### src/rtl/ec2_pkg.sv
// Shared constants for the EC2 output-capture block: FSM state codes and
// the default CPU output-bus width.
package ec2_pkg;

  // Default width of the ec2top Output bus
  localparam int EC2_DATA_W = 16;

  // Capture FSM state codes (2-bit, legacy-compatible constants)
  localparam logic [1:0] ST_RUN   = 2'd0;
  localparam logic [1:0] ST_DRAIN = 2'd1;
  localparam logic [1:0] ST_DONE  = 2'd2;

endpackage : ec2_pkg

### src/rtl/ec2_sync_fifo.sv
// Small synchronous show-ahead FIFO. A pop is ignored while empty, and a push
// is accepted while full only if a pop frees a slot on the same edge.
// There is no empty-queue bypass: a word pushed into an empty queue is visible
// on o_data from the next cycle. o_data reads as zero while the queue is empty.
module ec2_sync_fifo #(
  parameter int DATA_W = 16,
  parameter int DEPTH  = 8,
  parameter int CNT_W  = $clog2(DEPTH) + 1
) (
  input  logic              i_clk,
  input  logic              i_rst,
  input  logic              i_push,
  input  logic [DATA_W-1:0] i_data,
  input  logic              i_pop,
  output logic [DATA_W-1:0] o_data,
  output logic [CNT_W-1:0]  o_count,
  output logic              o_full,
  output logic              o_empty
);

  localparam int              AW       = $clog2(DEPTH);
  localparam logic [CNT_W-1:0] FULL_CNT = CNT_W'(DEPTH);

  logic [DATA_W-1:0] r_mem [DEPTH];
  logic [AW-1:0]     r_wr_ptr;
  logic [AW-1:0]     r_rd_ptr;
  logic [CNT_W-1:0]  r_count;
  logic              w_push_ok;
  logic              w_pop_ok;

  assign o_empty   = (r_count == {CNT_W{1'b0}});
  assign o_full    = (r_count == FULL_CNT);
  assign w_pop_ok  = i_pop && !o_empty;
  assign w_push_ok = i_push && (!o_full || w_pop_ok);
  assign o_count   = r_count;
  assign o_data    = o_empty ? {DATA_W{1'b0}} : r_mem[r_rd_ptr];

  // Storage write; contents are deliberately not cleared by reset
  always_ff @(posedge i_clk) begin
    if (w_push_ok) begin
      r_mem[r_wr_ptr] <= i_data;
    end
  end

  // Pointer and occupancy bookkeeping; pointers wrap modulo DEPTH
  always_ff @(posedge i_clk) begin
    if (i_rst) begin
      r_wr_ptr <= {AW{1'b0}};
      r_rd_ptr <= {AW{1'b0}};
      r_count  <= {CNT_W{1'b0}};
    end else begin
      if (w_push_ok) begin
        r_wr_ptr <= r_wr_ptr + AW'(1);
      end
      if (w_pop_ok) begin
        r_rd_ptr <= r_rd_ptr + AW'(1);
      end
      case ({w_push_ok, w_pop_ok})
        2'b10:   r_count <= r_count + CNT_W'(1);
        2'b01:   r_count <= r_count - CNT_W'(1);
        default: r_count <= r_count;
      endcase
    end
  end

endmodule : ec2_sync_fifo

### src/rtl/ec2_out_capture.sv
// Captures every change of the EC2 CPU Output bus into a FIFO and offers it
// on a valid/ready port. On Halt, capture stops, the queue drains, and Done
// rises once the queue is empty. Done holds until Reset.
module ec2_out_capture
  import ec2_pkg::*;
#(
  parameter int DATA_W = EC2_DATA_W,
  parameter int DEPTH  = 8,
  parameter int CNT_W  = $clog2(DEPTH) + 1
) (
  input  logic              Clock,
  input  logic              Reset,
  input  logic [DATA_W-1:0] CpuOut,
  input  logic              CpuHalt,
  output logic [DATA_W-1:0] OutData,
  output logic              OutValid,
  input  logic              OutReady,
  output logic [CNT_W-1:0]  Count,
  output logic              Overflow,
  output logic              Done
);

  logic [1:0]        r_state;
  logic [1:0]        w_state_nxt;
  logic [DATA_W-1:0] r_prev_q;
  logic              r_overflow;
  logic              w_chg;
  logic              w_pop;
  logic              w_full;
  logic              w_empty;
  logic [CNT_W-1:0]  w_count;
  logic [DATA_W-1:0] w_head;

  // A change is only a capture candidate while running
  assign w_chg = (r_state == ST_RUN) && (CpuOut != r_prev_q);
  // In DONE the queue is already empty, but the pop is blocked explicitly anyway
  assign w_pop = OutReady && (r_state != ST_DONE);

  ec2_sync_fifo #(
    .DATA_W (DATA_W),
    .DEPTH  (DEPTH),
    .CNT_W  (CNT_W)
  ) u_fifo (
    .i_clk   (Clock),
    .i_rst   (Reset),
    .i_push  (w_chg),
    .i_data  (CpuOut),
    .i_pop   (w_pop),
    .o_data  (w_head),
    .o_count (w_count),
    .o_full  (w_full),
    .o_empty (w_empty)
  );

  // Next-state logic: RUN -> DRAIN on Halt, DRAIN -> DONE once empty
  always_comb begin
    w_state_nxt = r_state;
    case (r_state)
      ST_RUN: begin
        if (CpuHalt) begin
          w_state_nxt = ST_DRAIN;
        end else begin
          w_state_nxt = ST_RUN;
        end
      end
      ST_DRAIN: begin
        if (w_empty) begin
          w_state_nxt = ST_DONE;
        end else begin
          w_state_nxt = ST_DRAIN;
        end
      end
      ST_DONE:  w_state_nxt = ST_DONE;
      default:  w_state_nxt = ST_RUN;
    endcase
  end

  // State register and previous-output register used for change detection
  always_ff @(posedge Clock) begin
    if (Reset) begin
      r_state  <= ST_RUN;
      r_prev_q <= {DATA_W{1'b0}};
    end else begin
      r_state  <= w_state_nxt;
      r_prev_q <= CpuOut;
    end
  end

  // Sticky overflow: a change arrived while full and no pop freed a slot
  always_ff @(posedge Clock) begin
    if (Reset) begin
      r_overflow <= 1'b0;
    end else if (w_chg && w_full && !w_pop) begin
      r_overflow <= 1'b1;
    end else begin
      r_overflow <= r_overflow;
    end
  end

  assign OutData  = w_head;
  assign OutValid = !w_empty && (r_state != ST_DONE);
  assign Count    = w_count;
  assign Overflow = r_overflow;
  assign Done     = (r_state == ST_DONE);

endmodule : ec2_out_capture
### config.mk
export PLATFORM = sky130hd
export DESIGN_NAME = ec2_out_capture
export DESIGN_NICKNAME = d
export VERILOG_FILES = /design/src/rtl/ec2_pkg.sv /design/src/rtl/ec2_sync_fifo.sv /design/src/rtl/ec2_out_capture.sv
export SDC_FILE = /design/constraint.sdc
export NUM_CORES = 1
export LEC_CHECK = 0
export ABC_AREA = 1
export CAP_MARGIN = 15
export CELL_PAD_IN_SITES_DETAIL_PLACEMENT = 0
export CELL_PAD_IN_SITES_GLOBAL_PLACEMENT = 1
export CORE_AREA = 2 2 115 117
export CTS_BUF_LIST = sky130_fd_sc_hd__clkbuf_2 sky130_fd_sc_hd__clkbuf_4 sky130_fd_sc_hd__clkbuf_8
export DETAILED_ROUTE_END_ITERATION = 12
export DIE_AREA = 0 0 117 119
export PLACE_DENSITY = 0.84
export SYNTH_ARGS = -nofsm -noshare
export SYNTH_HDL_FRONTEND = slang
export SYNTH_SLANG_ARGS = --single-unit
### constraint.sdc
create_clock -name Clock -period 6.2 [get_ports Clock]
set_clock_uncertainty 0.2 [all_clocks]
set_input_delay 1.24 -clock Clock [delete_from_list [all_inputs] [get_ports Clock]]
set_output_delay 1.24 -clock Clock [all_outputs]
set_load 0.005 [all_outputs]
==> impl.org <==
** Outcome
- Result of the run :: finished clean

** Critical path
- Crit path max fanout :: 17
- CP startpoint kind :: register
- Walking the worst path, the cells encountered are inv_1 -> o21ai_0 -> nor2_1 -> clkdlybuf4s50_1.
- The worst setup path is captured at a primary output.
- The critical path in this run is classified as register to primary output.
- Kind of cell adding the most delay to the critical path :: buffers and inverters
- Crit path DAT :: 2.90 ns
- On the critical path, the stage with the largest delay is an instance of sky130_fd_sc_hd__dfxtp_1.
- Worst setup slack for register-to-register paths :: between 3 and 4 ns
- Data on the critical path is required at its endpoint by 4.76 ns.
- In this design, the stage delay of the slowest critical-path cell is 0.96 ns.
- Counting both buffers and inverters, the worst setup path holds a total of 2.

** STA
- Derived from the worst setup path, the maximum achievable clock frequency is 0.230 GHz.
- Final hold slack :: between 0.2 and 0.3 ns
- The final number of hold-violating endpoints is 0.
- Setup total negative slack on the finished layout was measured at 0 ns.
- Worst path setup slack after routing :: roughly 1.9 ns
- In this run the tightest slew margin relative to its limit is 0.259.
- Finish-stage setup viols :: 0
- The worst path in the final design needs a cycle of approximately 4.3 ns, including I/O delays and setup.
- Final count of pins violating max slew :: 0
- For the pin with the worst max-slew slack, the measured transition is 1.11 ns.
- Setup repair after global routing missed its margin :: false
- Part of the cycle the worst path needs :: 0.700

** Detailed routing
- After detailed routing, the number of vias per cell comes to 5.38.
- In the final routed layout, each cell accounts on average for 17.1 um.
- Top layer used by detailed routing :: met4
- For this run, design rule violations remaining after detail routing come to 0.
- Total via count in the routed design :: ~4500
- Routed met3 length :: about 640 um
- Total Wirelength :: ~14000 um
- In the final routing, the length of wire on met1 measures around 6400 um.
- Antenna violation net count after detailed routing :: 0
- First drt pass iteration count :: 5
- Initial DRC Count :: 339
- After detailed routing, the met2 layer carries between 7000 and 8000 um of wire.

** Yosys
- Biggest area consumer among synthesized cells :: sky130_fd_sc_hd__edfxtp_1
- Total number of yosys warnings :: 0
- Top cells by count, synth :: sky130_fd_sc_hd__nor2_1 (173), sky130_fd_sc_hd__edfxtp_1 (128), sky130_fd_sc_hd__nand2_1 (64)
- Synthesized Nets :: about 620
- In this run, synthesis inferred approximately 130 flip-flops with an integrated enable.
- Counting distinct cell types in the post-synthesis netlist gives 26.
- A synthesized cell averages 11.0 um2.
- After synthesis, the share of flip-flops with an asynchronous set or reset is 0.
- After synthesis the netlist holds a flip-flop and latch count of 160.
- Synthesis handed over a netlist of around 600 instances.
- Share of the yosys chip area belonging to registers :: 0.685
- Most frequent cell after synthesis :: sky130_fd_sc_hd__nor2_1
- Of the post-synthesis cell area, the dominant cell type holds 0.587.
- Cell area after synthesis :: ~6500 um2
- In the synthesized netlist the dominant register cell turns out to be sky130_fd_sc_hd__edfxtp_1.
- Dominant cells by area after synthesis :: sky130_fd_sc_hd__edfxtp_1 (59%), sky130_fd_sc_hd__nor2_1 (9.9%), sky130_fd_sc_hd__dfxtp_1 (9.8%), sky130_fd_sc_hd__o32ai_1 (4.3%), sky130_fd_sc_hd__nand2_1 (3.7%)

** Power and ir drop
- Sequential share of power :: 0.412
- Of the total power, combinational logic draws 0.329.
- Of the total power, the share spent switching nets is 0.323.
- Leakage power summed over all cells :: about 0.0028 uW
- Cell internal power was estimated by the tool at around 2300 uW.
- PnR Total Power :: 3410 uW
- Summed over all nets, the switching power comes to roughly 1100 uW.
- Total power density per cell area :: 447 nW/um2
- Peak supply drop :: ~0.25 mV
- Clock network fraction of design power :: 0.258

** Die
- Die width :: approximately 120 um
- Die height :: around 120 um
- For this configuration, the core starts out at a cell density of 0.508.
- Std cell rows :: 42
- The core region is ~13000 um2.
- Pin placement for this block handled 43 I/O pins.
- Full die area :: between 10000 and 15000 um2

** CTS
- Gates resized during post-CTS repair numbered 0.
- Buffer cell driving the clock tree root :: sky130_fd_sc_hd__clkbuf_8
- The clock passes through at most 2 buffers.
- Total number of clock tree sinks :: 160
- Number of post-CTS setup repair buffers :: 0
- Worst-path clk slew :: 0.08 ns
- TritonCTS buffer count :: 17
- The later pin in the worst-skew pair is clocked with a latency of about 0.45 ns.
- The H-tree was split into 4 levels.
- TritonCTS built the clock tree.
- Number of hold-repair buffers added at the cts stage :: 0

** Placed design
- After legalization and detailed placement, the total HPWL measured roughly 8200 um.
- Routability congestion estimate from global placement :: approximately 0.74
- Input/output buffers :: 42
- Worst Setup Slack post-DPL :: around 1.8 ns

** Finish
- In the final layout, the share of cells above drive strength 1 is 0.0899.
- 0 antenna diodes ended up in the layout.
- Final design utilization :: 0.592
- Area growth from synthesis to final layout :: 16.4%
- Final-stage net count :: ~670

** Global route
- Number of antenna violations at the first check in global routing :: 0
- Largest net degree at the start of global routing :: 65
- Overall global routing resource usage :: 0.219
- Summed over all layers, the global routing overflow is 0.
- Vias in the first global route :: roughly 4300
- The first global-routing pass estimated between 20000 and 25000 um of wire.

** Job
- Max Cap Violations :: 0

** Min path
- The path class of the tightest hold or removal check is register to register.
per-layer routing:
metal / track usage / vias up
met5: 0 / -
met4: 0.0728 / 0
met3: 0.0509 / 18
met2: 0.337 / 127
met1: 0.308 / 2193
li1: - / 2136
worst min-delay path, delay by kind of cell, from the launching register on:
family,cells,cell delay (ns)
AO/OA/AOI/OAI,1,0.05
flip-flops,1,0.33
buffers and inverters,1,0.05
worst paths after layout:
check / cells after the start / from / to
max reg2reg: 7 / u_fifo.o_count[1]$_SDFFE_PP0P_ / u_fifo.r_mem[6][13]$_DFFE_PP_
max: 4 / register / OutData[0]
min: 2 / Overflow$_SDFFE_PP0P_ / Overflow$_SDFFE_PP0P_
min reg2reg: 2 / Overflow$_SDFFE_PP0P_ / Overflow$_SDFFE_PP0P_
per-stage QoR:
| stage | cell area (um2) | instances |
|---|---|---|
| after CTS | 7620 | 832 |
| after detailed placement | 7160 | 800 |
| after global routing | 7620 | 832 |
| after global placement | 7160 | 800 |
| after floorplan | 6540 | 597 |
| final | 7620 | 832 |
power groups by stage:
stage	Sequential [uW]	Clock, uW	Combinational, uW
floorplan	1410	0	679
global placement	1420	0	1100
detailed placement	1430	0	1120
CTS	1410	892	1130
global route	1420	935	1250
finish	1410	881	1120
cell usage in the layout (no fill, tap or decap), drive strengths merged, types with 4 or more instances in the layout:
master / count
nor2: 173
edfxtp: 128
nand2: 66
o21ai: 54
inv: 49
clkdlybuf4s50: 42
o32ai: 32
dfxtp: 32
clkbuf: 18
buf: 12
a21oi: 9
nand3: 8
clkinv: 8
bufinv: 6
ha: 5
nand4: 5
xor2: 4
cell families (layout without fill, tap and decap cells):
group / after synthesis / after routing / share of synthesized area
flops: 160 / 160 / 0.685
compound gates: 95 / 95 / 0.0922
xor+xnor: 5 / 5 / 0.00669
buf+inv: 77 / 136 / 0.0468
simple gates: 255 / 255 / 0.159
fa+ha+maj: 5 / 5 / 0.00956
flip-flops by register name, indices dropped and copies added (netlist names), named ones only:
name and count:
u_fifo.r_mem 128, r_prev_q 16, u_fifo.o_count 4, u_fifo.r_rd_ptr 3
u_fifo.r_wr_ptr 3, r_state 2, Overflow 1
area by class of cell:
| class | instances | area, um2 |
|---|---|---|
| fill | 1076 | 5260 |
| sequential | 160 | 4490 |
| multi-input combinational | 360 | 1750 |
| timing repair buffer | 54 | 510 |
| clock buffer | 18 | 241 |
| tap | 176 | 220 |
| clock inverter | 14 | 219 |
| inverter | 50 | 189 |
No activity file was read; power rests on OpenSTA's default activity.
